**config.mk**
```make
export PLATFORM = sky130hd
export DESIGN_NAME = grahzm8_alu_sequencer
export DESIGN_NICKNAME = d
export VERILOG_FILES = /design/src/rtl/grahzm8_alu_sequencer.sv
export SDC_FILE = /design/constraint.sdc
export NUM_CORES = 1
export LEC_CHECK = 0
export ABC_AREA = 1
export CAP_MARGIN = 20
export CORE_ASPECT_RATIO = 1.2
export CORE_MARGIN = 1.5
export CORE_UTILIZATION = 50
export DETAILED_ROUTE_END_ITERATION = 6
export GPL_ROUTABILITY_DRIVEN = 0
export PLACE_DENSITY = 0.79
export SLEW_MARGIN = 15
export SYNTH_ARGS = -nofsm -noshare
export SYNTH_HDL_FRONTEND = slang
export SYNTH_SLANG_ARGS = --single-unit
```
**constraint.sdc**
```tcl
create_clock -name clk -period 1.6 [get_ports clk]
set_input_delay 0.16 -clock clk [delete_from_list [all_inputs] [get_ports clk]]
set_output_delay 0.16 -clock clk [all_outputs]
set_load 0.01 [all_outputs]
```
**src/rtl/grahzm8_alu_sequencer.sv**
```systemverilog
// Command-side driver for the Grah-8 ALU: byte-serial commands in, results out.
// Optional result flags (res_zero/res_neg) are enabled by GRAHZM8_SEQ_FLAGS_EN.
module grahzm8_alu_sequencer #(
    parameter int unsigned ALU_LAT    = 1,
    parameter int unsigned MAX_OPCODE = 10
) (
    input  logic       clk,
    input  logic       rst,
    input  logic [7:0] cmd_data,
    input  logic       cmd_valid,
    output logic       cmd_ready,
    output logic [7:0] alu_in1,
    output logic [7:0] alu_in2,
    output logic [7:0] alu_instr,
    input  logic [7:0] alu_out,
    output logic [7:0] res_data,
    output logic       res_valid,
    input  logic       res_ready,
`ifdef GRAHZM8_SEQ_FLAGS_EN
    output logic       res_zero,
    output logic       res_neg,
`endif
    output logic       res_err
);

    typedef enum logic [2:0] {
        IDLE,
        GET_A,
        GET_B,
        ISSUE,
        RESULT
    } state_t;

    localparam logic [3:0] LAT = 4'(ALU_LAT);

    state_t     state_q, state_d;
    logic [6:0] op_q, op_d;
    logic [3:0] cnt_q, cnt_d;
    logic [7:0] in1_q, in1_d;
    logic [7:0] in2_q, in2_d;
    logic [7:0] instr_q, instr_d;
    logic [7:0] acc_q, acc_d;
    logic [7:0] rdata_q, rdata_d;
    logic       rvalid_q, rvalid_d;
    logic       rerr_q, rerr_d;
    logic       cready_q, cready_d;
`ifdef GRAHZM8_SEQ_FLAGS_EN
    logic       zero_q, zero_d;
    logic       neg_q, neg_d;
`endif

    logic cmd_fire;
    logic res_fire;
    logic op_legal;

    assign cmd_fire = cmd_valid & cready_q;
    assign res_fire = rvalid_q & res_ready;
    assign op_legal = (32'(op_q) <= MAX_OPCODE);

    // Next-state and datapath updates for the command/issue/result sequence
    always_comb begin
        state_d  = state_q;
        op_d     = op_q;
        cnt_d    = cnt_q;
        in1_d    = in1_q;
        in2_d    = in2_q;
        instr_d  = instr_q;
        acc_d    = acc_q;
        rdata_d  = rdata_q;
        rvalid_d = rvalid_q;
        rerr_d   = rerr_q;
`ifdef GRAHZM8_SEQ_FLAGS_EN
        zero_d   = zero_q;
        neg_d    = neg_q;
`endif
        unique case (state_q)
            IDLE: begin
                if (cmd_fire) begin
                    op_d = cmd_data[6:0];
                    if (cmd_data[7]) begin
                        in1_d   = acc_q;
                        state_d = GET_B;
                    end else begin
                        state_d = GET_A;
                    end
                end
            end
            GET_A: begin
                if (cmd_fire) begin
                    in1_d   = cmd_data;
                    state_d = GET_B;
                end
            end
            GET_B: begin
                if (cmd_fire) begin
                    in2_d   = cmd_data;
                    instr_d = {1'b0, op_q};
                    if (op_legal) begin
                        cnt_d   = LAT;
                        state_d = ISSUE;
                    end else begin
                        rdata_d  = 8'h00;
                        rerr_d   = 1'b1;
                        rvalid_d = 1'b1;
`ifdef GRAHZM8_SEQ_FLAGS_EN
                        zero_d   = 1'b0;
                        neg_d    = 1'b0;
`endif
                        state_d  = RESULT;
                    end
                end
            end
            ISSUE: begin
                if (cnt_q == 4'd0) begin
                    rdata_d  = alu_out;
                    rerr_d   = 1'b0;
                    rvalid_d = 1'b1;
                    acc_d    = alu_out;
`ifdef GRAHZM8_SEQ_FLAGS_EN
                    zero_d   = (alu_out == 8'h00);
                    neg_d    = alu_out[7];
`endif
                    state_d  = RESULT;
                end else begin
                    cnt_d = cnt_q - 4'd1;
                end
            end
            RESULT: begin
                if (res_fire) begin
                    rvalid_d = 1'b0;
                    state_d  = IDLE;
                end
            end
            default: state_d = IDLE;
        endcase
        cready_d = (state_d == IDLE) || (state_d == GET_A) ||
                   (state_d == GET_B);
    end

    // State and registered outputs; reset discards any partial command
    always_ff @(posedge clk or negedge rst) begin
        if (!rst) begin
            state_q  <= IDLE;
            op_q     <= 7'd0;
            cnt_q    <= 4'd0;
            in1_q    <= 8'h00;
            in2_q    <= 8'h00;
            instr_q  <= 8'h00;
            acc_q    <= 8'h00;
            rdata_q  <= 8'h00;
            rvalid_q <= 1'b0;
            rerr_q   <= 1'b0;
            cready_q <= 1'b0;
`ifdef GRAHZM8_SEQ_FLAGS_EN
            zero_q   <= 1'b0;
            neg_q    <= 1'b0;
`endif
        end else begin
            state_q  <= state_d;
            op_q     <= op_d;
            cnt_q    <= cnt_d;
            in1_q    <= in1_d;
            in2_q    <= in2_d;
            instr_q  <= instr_d;
            acc_q    <= acc_d;
            rdata_q  <= rdata_d;
            rvalid_q <= rvalid_d;
            rerr_q   <= rerr_d;
            cready_q <= cready_d;
`ifdef GRAHZM8_SEQ_FLAGS_EN
            zero_q   <= zero_d;
            neg_q    <= neg_d;
`endif
        end
    end

    assign cmd_ready = cready_q;
    assign alu_in1   = in1_q;
    assign alu_in2   = in2_q;
    assign alu_instr = instr_q;
    assign res_data  = rdata_q;
    assign res_valid = rvalid_q;
    assign res_err   = rerr_q;
`ifdef GRAHZM8_SEQ_FLAGS_EN
    assign res_zero  = zero_q;
    assign res_neg   = neg_q;
`endif

endmodule
```
==> results.yml <==
status:
  status: "completed"
worst_setup_path:
  worst_ep_required_time_ns: 1.85
  cp_slowest_cell: "dfrtp_1"
  r2r_start: "cnt_q[0]"
  cp_max_fo: 6
  path_buf_inv: 1
  startpoint: "cnt_q[0]"
  critical_path.cell_chain: "inv_1, ha_1, nand3_2, nand2_2, nand2_1, nand2_1, nand2_1, o21ai_1"
  max_stage_delay_ns: 0.40
  critPathKind: "flop to flop"
  cp-start-kind: "flop"
  crit_arrival_ns: 1.71
  cp_common_cell: "nand2_1"
  crit_path_end_kind: "flop"
  crit_family: "simple AND/OR/NAND/NOR gates"
clock_tree:
  numCtsBuffers: 5
  cts-root-buf: "clkbuf_8"
  htreeDepth: 2
  path_clk_slew_ns: 0.10
  cts_tree: "built"
  post_cts_buffers: 0
  cts_buffer_depth: 2
  worstSkewPairLatency_ns: 0.32
  clock_sinks: 56
power:
  ir_worst_vdd_uv: 1100
  p_per_area_nw_per_um2: 1960
  power_leakage_uw: 0.00158
yosys:
  synth_seq_area_share_pct: 57.8
  syn_area_um2: 2430
  syn_avg_cell_area_um2: 8.70
  syn_inst: 279
  yosys_register_bits: 56
  synthesis.nets: 300
  synth_cell_types: 25
  yosys_warnings: 0
placement:
  dp_hpwl_um: 3680
  place_ws_ns: 0.0665
  portBuffers: 53
sta:
  fin_crit_ns: 1.47
  setup_viol: 0
  finalCritPeriodShare_pct: 91.6
  finClkSkew_ns: 0.00825
  timing.fmax_mhz: 682
  rsz0062_at_grt: "no"
  hold_violations: 0
  fin_tns_setup_ns: 0
  maxSlewViolCount: 0
  worst_slack_ns: 0.134
grt:
  grt_max_degree: 57
  grtUsageTotal_pct: 20.9
  grt_overflow: 0
  antenna_found_initial: 0
  grt_pass1_wl_um: 8340
  grt_pass1_vias: 1839
die:
  coreArea_um2: 4630
  io_pins: 55
  initial_utilization_pct: 52.4
  fp.dieW_um: 66.6
  row_count: 27
  dieArea_um2: 5280
  die_y_um: 79.3
hold_path:
  hold_path.class: "primary input to async pin"
layout:
  final_util_pct: 68.8
  final_cell_mix: "nand2_1 (85), dfrtp_1 (56), clkdlybuf4s50_1 (52), inv_1 (35), o21ai_1 (28)"
  num_antenna_cells: 0
  area_delta_synth_final_pct: 31.2
  nNetsFinal: 362
  mostFrequentLayoutCell: "nand2_1"
  drive_above_1_share_pct: 10.2
routing:
  drt_first_iter_violations: 133
  viasPerCell: 4.87
  totalWireLength_um: 5010
  ant_nets: 0
  wire_per_inst_um: 12.5
  drcViolationCount: 0
  first_pass_iters: 4
  routed-via-count: 1949
flow_run:
  maxCapViolCount: 0
==> power by group <==
part           total, uW  switching, uW  internal [uW]  leakage (uW)
Combinational       2960           1580           1380      0.000834
Clock                811            489            322     0.0000463
Sequential          2470            404           2060      0.000703
==> what timing repair did <==
item / CTS / global route
hold endpoints to repair: 56 / 0
hold buffers: 1 / 0
gates resized for setup: 0 / 3
endpoints found under the setup margin: 0 / 20
==> synth_stat cells, drive strengths merged <==
cell type | instances | area [um2]
nand2 | 90 | 355
conb | 1 | 3.75
nand3 | 9 | 50.1
ha | 1 | 12.5
a22oi | 1 | 7.51
o21ai | 45 | 225
o21bai | 1 | 7.51
o22ai | 1 | 6.26
dfrtp | 56 | 1400
a21oi | 2 | 21.3
a211oi | 1 | 20.0
buf | 7 | 45.0
xnor2 | 1 | 8.76
nand4 | 2 | 12.5
inv | 40 | 150
nor2 | 21 | 98.8
==> registers in the layout (all words and copies together), names as in the netlist <==
| register | count |
|---|---|
| acc_q | 8 |
| alu_in1 | 8 |
| alu_in2 | 8 |
| res_data | 8 |
| alu_instr | 7 |
| op_q | 7 |
| cnt_q | 4 |
| state_q | 3 |
| cmd_ready | 1 |
| res_err | 1 |
| res_valid | 1 |
==> worst reg2reg max path: stages (launching register included) <==
cell     delay, ns
dfrtp_1       0.40
inv_1         0.10
ha_1          0.21
nand3_2       0.14
nand2_2       0.16
nand2_1       0.09
nand2_1       0.16
nand2_1       0.07
o21ai_1       0.07
==> area by class of cell <==
type                    instances  area, um2
fillers                       386       1450
flip-flops and latches         56       1400
multi-input cells             176        835
repair buffers                 62        628
inverters                      40        150
well taps                      58       72.6
clock buffers                   5       68.8
clock inverters                 3       27.5
==> metrics by stage <==
stage	cell area [um2]	cells	hold slack (ns)	power [uW]
2_1_floorplan	2430	279	-0.136	4150
3_3_place_gp	3060	391	0.177	5320
3_5_place_dp	3060	391	0.181	5440
4_1_cts	3170	400	0.366	6270
5_1_grt	3180	400	0.375	6750
6_report	3180	400	0.352	6230
==> kinds of logic (layout without fill, tap and decap cells) <==
logic type      after synthesis  count (layout)  share of synthesized area (%)
xor+xnor                      1               1                          0.361
flops                        56              56                           57.8
fa+ha+maj                     1               1                          0.516
buf+inv                      47             110                           8.05
other cells                   1               1                          0.155
simple gates                122             122                           21.3
compound gates               51              51                           11.9
==> worst paths after layout <==
path	end	slack [ns]	depth (start not counted)
worst max-delay path	cnt_q[3]	0.13	8
worst min-delay path	acc_q[4]	0.35	3
worst max register to register	cnt_q[3]	0.13	8
worst min register to register	acc_q[7]	0.48	2
max in group asynchronous	alu_in1[3]	0.99	3
min in group clk	res_data[2]	0.39	3
==> routing by layer <==
layer	GRT usage, %	vias up	routed length (um)
met5	0	-	0
met4	8.57	0	70
met3	5.38	6	285
met2	32.5	59	2340
met1	27.9	899	2310
li1	-	985	-
Power figures use the tool's default switching activity.
